`config.mk`:
```
export PLATFORM = sky130hd
export DESIGN_NAME = vram_scan_scheduler_flat
export DESIGN_NICKNAME = d
export VERILOG_FILES = /design/src/rtl/vram_scan_scheduler_if.sv /design/src/rtl/vram_scan_scheduler.sv /design/src/flat_wrapper.sv
export SDC_FILE = /design/constraint.sdc
export NUM_CORES = 1
export LEC_CHECK = 0
export ABC_AREA = 1
export ABC_CLOCK_PERIOD_IN_PS = 2500
export CELL_PAD_IN_SITES_DETAIL_PLACEMENT = 1
export CELL_PAD_IN_SITES_GLOBAL_PLACEMENT = 1
export CORE_MARGIN = 5
export CORE_UTILIZATION = 47
export DETAILED_ROUTE_END_ITERATION = 12
export PLACE_DENSITY_LB_ADDON = 0.1
export SLEW_MARGIN = 0
export SYNTH_ARGS = -nofsm -noshare
export SYNTH_HDL_FRONTEND = slang
export SYNTH_SLANG_ARGS = --single-unit
```
`constraint.sdc`:
```
create_clock -name clk_pixel -period 2.5 [get_ports clk_pixel]
set_input_delay 0.75 -clock clk_pixel [delete_from_list [all_inputs] [get_ports clk_pixel]]
set_output_delay 0.75 -clock clk_pixel [all_outputs]
set_load 0.02 [all_outputs]
```
`src/rtl/vram_scan_scheduler_if.sv`:
```
// Display-side bundle of the VRAM scan scheduler: capture handshake, bank
// selects, VRAM read address and the pixel-aligned timing outputs.
interface vram_scan_scheduler_if #(
  parameter int ADDR_WIDTH = 15
);
  logic                  cap_frame_done;
  logic [1:0]            cap_bank;
  logic [1:0]            rd_bank;
  logic [ADDR_WIDTH-1:0] rd_addr;
  logic                  pix_de;
  logic                  hsync;
  logic                  vsync;
  logic                  frame_start;
  logic [7:0]            drop_count;

  modport master (
    input  cap_frame_done,
    output cap_bank, rd_bank, rd_addr, pix_de, hsync, vsync, frame_start, drop_count
  );

  modport slave (
    output cap_frame_done,
    input  cap_bank, rd_bank, rd_addr, pix_de, hsync, vsync, frame_start, drop_count
  );
endinterface

```
`src/rtl/vram_scan_scheduler.sv`:
```
// Raster timing, multiplier-free integer-scaled VRAM addressing and a
// triple-buffer bank scheduler for showing the GBC frame on 720p output.
module vram_scan_scheduler #(
  parameter int H_FP       = 110,
  parameter int H_SW       = 40,
  parameter int H_BP       = 220,
  parameter int H_ACT      = 1280,
  parameter int V_ACT      = 720,
  parameter int V_FP       = 5,
  parameter int V_SW       = 5,
  parameter int V_BP       = 20,
  parameter int SRC_W      = 160,
  parameter int SRC_H      = 144,
  parameter int SCALE      = 4,
  parameter int X_OFF      = 320,
  parameter int Y_OFF      = 72,
  parameter int ADDR_WIDTH = 15
) (
  input  logic                   clk_pixel,
  input  logic                   reset_n,
  vram_scan_scheduler_if.master  bus
);

  localparam int LINE   = H_FP + H_SW + H_BP + H_ACT;
  localparam int SCREEN = V_ACT + V_FP + V_SW + V_BP;
  localparam int HA     = H_FP + H_SW + H_BP;
  localparam int H_W    = $clog2(LINE);
  localparam int V_W    = $clog2(SCREEN);
  localparam int SX_W   = (SCALE > 1) ? $clog2(SCALE) : 1;
  localparam int SRCX_W = $clog2(SRC_W + 1);
  localparam int PIPE   = 2;

  localparam logic [H_W-1:0] H_LAST     = H_W'(LINE - 1);
  localparam logic [H_W-1:0] H_SYNC_BEG = H_W'(H_FP);
  localparam logic [H_W-1:0] H_SYNC_END = H_W'(H_FP + H_SW);
  localparam logic [H_W-1:0] WIN_X0     = H_W'(HA + X_OFF);
  localparam logic [H_W-1:0] WIN_X1     = H_W'(HA + X_OFF + SRC_W * SCALE);
  localparam logic [H_W-1:0] WIN_X_LAST = H_W'(HA + X_OFF + SRC_W * SCALE - 1);
  localparam logic [V_W-1:0] V_LAST     = V_W'(SCREEN - 1);
  localparam logic [V_W-1:0] V_SYNC_BEG = V_W'(V_ACT + V_FP);
  localparam logic [V_W-1:0] V_SYNC_END = V_W'(V_ACT + V_FP + V_SW);
  localparam logic [V_W-1:0] WIN_Y0     = V_W'(Y_OFF);
  localparam logic [V_W-1:0] WIN_Y1     = V_W'(Y_OFF + SRC_H * SCALE);
  localparam logic [SX_W-1:0]       SUB_LAST = SX_W'(SCALE - 1);
  localparam logic [ADDR_WIDTH-1:0] ROW_STEP = ADDR_WIDTH'(SRC_W);

  logic [H_W-1:0]        h_reg;
  logic [V_W-1:0]        v_reg;
  logic [SX_W-1:0]       sx_reg;
  logic [SX_W-1:0]       sy_reg;
  logic [SRCX_W-1:0]     src_x_reg;
  logic [ADDR_WIDTH-1:0] row_base_reg;
  logic [ADDR_WIDTH-1:0] rd_addr_reg;
  logic [PIPE-1:0][2:0]  pipe_reg;
  logic                  frame_start_reg;

  logic [1:0] d_reg, c_reg, r_reg;
  logic [1:0] d_next, c_next, r_next, free_bank;
  logic       rv_reg, rv_next;
  logic [7:0] drop_reg, drop_next;

  logic h_end, v_end, hs_c, vs_c, win_h, win_v, win_c, swap_pt;

  assign h_end   = (h_reg == H_LAST);
  assign v_end   = (v_reg == V_LAST);
  assign hs_c    = (h_reg >= H_SYNC_BEG) && (h_reg < H_SYNC_END);
  assign vs_c    = (v_reg >= V_SYNC_BEG) && (v_reg < V_SYNC_END);
  assign win_h   = (h_reg >= WIN_X0) && (h_reg < WIN_X1);
  assign win_v   = (v_reg >= WIN_Y0) && (v_reg < WIN_Y1);
  assign win_c   = win_h && win_v;
  assign swap_pt = (h_reg == '0) && (v_reg == V_SYNC_BEG);

  always_ff @(posedge clk_pixel or negedge reset_n) begin
    if (!reset_n) begin
      h_reg <= '0;
      v_reg <= '0;
    end else if (h_end) begin
      h_reg <= '0;
      v_reg <= v_end ? '0 : v_reg + V_W'(1);
    end else begin
      h_reg <= h_reg + H_W'(1);
    end
  end

  // Scaling by replication: sub-counters step the source coordinates every
  // SCALE pixels/lines, so the address is built from adds alone.
  always_ff @(posedge clk_pixel or negedge reset_n) begin
    if (!reset_n) begin
      sx_reg       <= '0;
      src_x_reg    <= '0;
      sy_reg       <= '0;
      row_base_reg <= '0;
    end else begin
      if (win_h) begin
        if (sx_reg == SUB_LAST) begin
          sx_reg    <= '0;
          src_x_reg <= src_x_reg + SRCX_W'(1);
        end else begin
          sx_reg <= sx_reg + SX_W'(1);
        end
      end else begin
        sx_reg    <= '0;
        src_x_reg <= '0;
      end

      if (h_end && v_end) begin
        sy_reg       <= '0;
        row_base_reg <= '0;
      end else if (win_v && (h_reg == WIN_X_LAST)) begin
        if (sy_reg == SUB_LAST) begin
          sy_reg       <= '0;
          row_base_reg <= row_base_reg + ROW_STEP;
        end else begin
          sy_reg <= sy_reg + SX_W'(1);
        end
      end
    end
  end

  // Address leaves one cycle after the counters; the sync/enable path is two
  // deep so it lines up with the registered VRAM read data.
  always_ff @(posedge clk_pixel or negedge reset_n) begin
    if (!reset_n) begin
      rd_addr_reg     <= '0;
      pipe_reg        <= '0;
      frame_start_reg <= 1'b0;
    end else begin
      rd_addr_reg     <= win_c ? (row_base_reg + ADDR_WIDTH'(src_x_reg)) : '0;
      pipe_reg        <= {pipe_reg[PIPE-2:0], {hs_c, vs_c, win_c}};
      frame_start_reg <= (h_reg == '0) && (v_reg == '0);
    end
  end

  // Swap is resolved before a coincident capture completion, so the freshly
  // finished frame becomes the new ready bank without counting as a drop.
  always_comb begin
    d_next    = d_reg;
    c_next    = c_reg;
    r_next    = r_reg;
    rv_next   = rv_reg;
    drop_next = drop_reg;
    free_bank = r_reg;
    if (swap_pt && rv_reg) begin
      d_next  = r_reg;
      r_next  = d_reg;
      rv_next = 1'b0;
    end
    if (bus.cap_frame_done) begin
      if (rv_next && (drop_reg != 8'hFF)) begin
        drop_next = drop_reg + 8'd1;
      end
      free_bank = r_next;
      r_next    = c_next;
      c_next    = free_bank;
      rv_next   = 1'b1;
    end
  end

  always_ff @(posedge clk_pixel or negedge reset_n) begin
    if (!reset_n) begin
      d_reg    <= 2'd0;
      c_reg    <= 2'd1;
      r_reg    <= 2'd2;
      rv_reg   <= 1'b0;
      drop_reg <= 8'd0;
    end else begin
      d_reg    <= d_next;
      c_reg    <= c_next;
      r_reg    <= r_next;
      rv_reg   <= rv_next;
      drop_reg <= drop_next;
    end
  end

  assign bus.rd_addr     = rd_addr_reg;
  assign bus.hsync       = pipe_reg[PIPE-1][2];
  assign bus.vsync       = pipe_reg[PIPE-1][1];
  assign bus.pix_de      = pipe_reg[PIPE-1][0];
  assign bus.frame_start = frame_start_reg;
  assign bus.rd_bank     = d_reg;
  assign bus.cap_bank    = c_reg;
  assign bus.drop_count  = drop_reg;

endmodule

```
`src/flat_wrapper.sv`:
```
// flat-port wrapper written by rule: the top's interface ports become plain ports
module vram_scan_scheduler_flat 
#(
  parameter int H_FP       = 110,
  parameter int H_SW       = 40,
  parameter int H_BP       = 220,
  parameter int H_ACT      = 1280,
  parameter int V_ACT      = 720,
  parameter int V_FP       = 5,
  parameter int V_SW       = 5,
  parameter int V_BP       = 20,
  parameter int SRC_W      = 160,
  parameter int SRC_H      = 144,
  parameter int SCALE      = 4,
  parameter int X_OFF      = 320,
  parameter int Y_OFF      = 72,
  parameter int ADDR_WIDTH = 15
)
  (clk_pixel, reset_n, bus_cap_frame_done, bus_cap_bank, bus_rd_bank, bus_rd_addr, bus_pix_de, bus_hsync, bus_vsync, bus_frame_start, bus_drop_count);
  vram_scan_scheduler_if #(.ADDR_WIDTH(ADDR_WIDTH)) bus_i ();
  input  logic clk_pixel;
  input  logic reset_n;
  input wire logic [$bits(bus_i.cap_frame_done)-1:0] bus_cap_frame_done;
  output wire logic [$bits(bus_i.cap_bank)-1:0] bus_cap_bank;
  output wire logic [$bits(bus_i.rd_bank)-1:0] bus_rd_bank;
  output wire logic [$bits(bus_i.rd_addr)-1:0] bus_rd_addr;
  output wire logic [$bits(bus_i.pix_de)-1:0] bus_pix_de;
  output wire logic [$bits(bus_i.hsync)-1:0] bus_hsync;
  output wire logic [$bits(bus_i.vsync)-1:0] bus_vsync;
  output wire logic [$bits(bus_i.frame_start)-1:0] bus_frame_start;
  output wire logic [$bits(bus_i.drop_count)-1:0] bus_drop_count;
  assign bus_i.cap_frame_done = bus_cap_frame_done;
  assign bus_cap_bank = bus_i.cap_bank;
  assign bus_rd_bank = bus_i.rd_bank;
  assign bus_rd_addr = bus_i.rd_addr;
  assign bus_pix_de = bus_i.pix_de;
  assign bus_hsync = bus_i.hsync;
  assign bus_vsync = bus_i.vsync;
  assign bus_frame_start = bus_i.frame_start;
  assign bus_drop_count = bus_i.drop_count;
  vram_scan_scheduler #(.H_FP(H_FP), .H_SW(H_SW), .H_BP(H_BP), .H_ACT(H_ACT), .V_ACT(V_ACT), .V_FP(V_FP), .V_SW(V_SW), .V_BP(V_BP), .SRC_W(SRC_W), .SRC_H(SRC_H), .SCALE(SCALE), .X_OFF(X_OFF), .Y_OFF(Y_OFF), .ADDR_WIDTH(ADDR_WIDTH)) u_core (.clk_pixel(clk_pixel), .reset_n(reset_n), .bus(bus_i));
endmodule
```
==> results by group <==
Setup path
  • WP buf/inv: 1
  • CP startpoint kind: flip-flop
  • Arrival time worst endpoint: 1500 ps
  • Crit-path max cell delay: 610 ps
  • Crit path max-delay family: buffers and inverters
  • CP endpoint kind: output pin
  • Slowest cell on crit path: clkdlybuf4s50_1
  • Crit Path Max Fanout: 3
  • CP cell instances: clkdlybuf4s50_1
  • Critical Path RT: between 1500 and 2000 ps
  • Crit Path Category: reg2out

Place
  • # port buffers: 33
  • Worst slack at placement: 322.8 ps
  • Gp weighted congestion: 0.8702
  • Post-DP HPWL: between 8000 and 9000 um

Clock tree
  • Longest Clk Path Bufs: 2
  • CTS resizes: 0
  • CTS Hold Bufs: 0
  • CTS tree: done
  • Clock sink count: 80
  • Root buf cell: clkbuf_8
  • Worst-path clk slew: 80 ps
  • Skew-Pair Late Insertion Delay: 350 ps
  • Num CTS Buffers: 9
  • Setup Fix Bufs, Post-CTS: 0
  • H-tree depth: 3

STA
  • Final worst path period share: roughly nine tenths
  • Final setup viols: 0
  • Fmax: 444.1 MHz
  • Fin. Hold Viols: 0
  • Worst Tran Pin Value: 571.1 ps
  • Slew Viols, Final: 0
  • Fin Setup TNS: 0 ps
  • Setup ws final: ~250 ps
  • RSZ-0062 raised after global routing: false
  • Tmin final: about 2300 ps
  • Rel. slew slack: between 60% and 70%
  • Clock skew: between 8 and 9 ps

Pwr
  • PwrDens: 498.3 nW/um2
  • LEAKAGE: between 0.002 and 0.0025 uW
  • Max IR drop VDD: 375.0 uV

Floorplan
  • Initial Util: 48.34%
  • Core box area: about 9200 um2
  • I/O pins: 34
  • Die height: 107.5 um
  • FP Rows: 35
  • Chip width: 107.5 um
  • Die area: 11550 um2

Synthesis
  • Yosys reg bits: 80
  • Compound-Gate Fraction of Synth Area: between 5 and 6%
  • Netlist cell types: 38
  • Post-Synth XOR/XNOR Area: 5.490%
  • Seq/Total Area, Yosys: 44.87%
  • Net Count, Synth: 577
  • Synthesized area per cell: 8.005 um2
  • Number of flops mapped to enable cells by yosys: 0
  • Area of the mapped netlist: between 4000 and 5000 um2
  • Most used DFF post-synth: dfrtp_1
  • Simple-Gate Fraction of Synth Area: 32.63%
  • Synth Area in Adders: 4.482%
  • Largest family of logic cells by synthesized area: simple AND/OR/NAND/NOR gates
  • Gate Count Post-Synth: 558
  • Multiplexer share of the synthesized area: 0%
  • Asr flop ratio synth: 100.0%
  • Number of synthesis warnings: 0

Global route
  • Total grt overflow: 0
  • Largest net degree at the start of global routing: 42
  • Initial antenna violation count: 0
  • First-pass GRT wire length: 19180 um
  • Vias in the first global route: 4006
  • Total global routing track utilization: 20.68%

Final layout
  • Fillers: 1146
  • Fin util: 55.31%
  • ANT cells: 0
  • Most common cell after layout, fill and taps aside: nand2_1
  • Share of cells above drive strength 1: between 10% and 20%
  • Most frequent cells in the layout: nand2_1, dfrtp_1, nor2_1
  • Number of flip-flops in the largest register: 15
  • Nets: 615
  • Reg area: 2004 um2
  • Area growth syn-to-layout: 14.43%
  • Area of the multi-input gates: 2157 um2

Drt
  • Vias: about 3700
  • Drt pass-1 iters: 4
  • Total Wirelength: between 10000 and 15000 um
  • Via density per instance: 5.121
  • DRC viols: 0
  • Post-route ant nets: 0
  • Routed length per instance: 14.83 um
  • Initial DRC count: 80

Status
  • Outcome: finished clean

Hold path
  • Class of the worst hold path: reg2reg

Flow run
  • Max Cap Viol: 0
==> report_power, final <==
group	leakage [uW]	switching [uW]	internal [uW]	total [uW]
Sequential	0.00108	59.0	1330	1390
Clock	0.0000886	488	416	904
Combinational	0.00124	141	116	257
Total	0.00241	688	1860	2550
==> cells in the mapped netlist (4+ instances only) <==
cell / n / area [um2]
inv_2: 13 / 48.80
o21ai_0: 15 / 75.07
nand4_1: 18 / 112.6
nor2_4: 6 / 67.56
buf_2: 5 / 25.02
a31oi_1: 4 / 25.02
nand3_1: 33 / 165.2
nor2_1: 72 / 270.3
a21oi_1: 9 / 45.04
xor2_1: 21 / 183.9
inv_1: 48 / 180.2
ha_1: 16 / 200.2
nand2_2: 18 / 112.6
xnor2_1: 7 / 61.31
o21ai_2: 5 / 43.79
nor2_2: 6 / 37.54
nor3_1: 12 / 60.06
dfrtp_1: 78 / 1952
nand2_1: 145 / 544.3
==> routing by layer <==
| metal | track usage (%) | vias to the layer above | wire length [um] |
|---|---|---|---|
| met5 | 0 | - | 0 |
| met4 | 6.312 | 0 | 128 |
| met3 | 3.779 | 9 | 253 |
| met2 | 36.81 | 48 | 5606 |
| met1 | 25.32 | 1829 | 4836 |
| li1 | - | 1852 | - |
==> path summary, 6_finish.rpt <==
kind | startpoint | end | slack, ps | cells after the start
max | u_core.bus.cap_bank[0] | bus_cap_bank[0] | 250 | 1
min | u_core.pipe_reg[1] | u_core.bus.vsync | 350 | 0
max reg2reg | u_core.v_reg[1] | u_core.row_base_reg[5] | 530 | 11
min reg2reg | u_core.pipe_reg[1] | u_core.bus.vsync | 350 | 0
max in group asynchronous | reset_n | u_core.bus.drop_count[3] | 1540 | 2
min in group asynchronous | reset_n | u_core.pipe_reg[1] | 380 | 1
==> cell type report <==
class                   count  area share, %
well taps                 129          3.158
repair buffers             37          7.246
clock inverters             4         0.5630
clock buffers              12          3.036
inverters                  62          4.578
multi-input cells         406          42.20
flip-flops and latches     80          39.22
==> through the flow <==
| stage | power (uW) | std cells | hold slack [ps] | instance area [um2] |
|---|---|---|---|---|
| floorplan | 1539 | 558 | 331.2 | 4467 |
| global placement | 1662 | 714 | 334.7 | 4927 |
| detailed placement | 1672 | 714 | 337.1 | 4927 |
| CTS | 2591 | 730 | 358.2 | 5111 |
| global route | 2682 | 730 | 369.0 | 5111 |
| finish | 2547 | 730 | 353.3 | 5111 |
==> kinds of logic (layout without fill, tap and decap cells) <==
kind of cell             Yosys count  after routing
adder cells (fa/ha/maj)           16             16
flip-flops                        80             80
XOR/XNOR                          28             28
AND/OR/NAND/NOR                  320            320
buffers and inverters             72            115
AO/OA/AOI/OAI                     41             41
other                              1              1
Power figures use the tool's default switching activity.
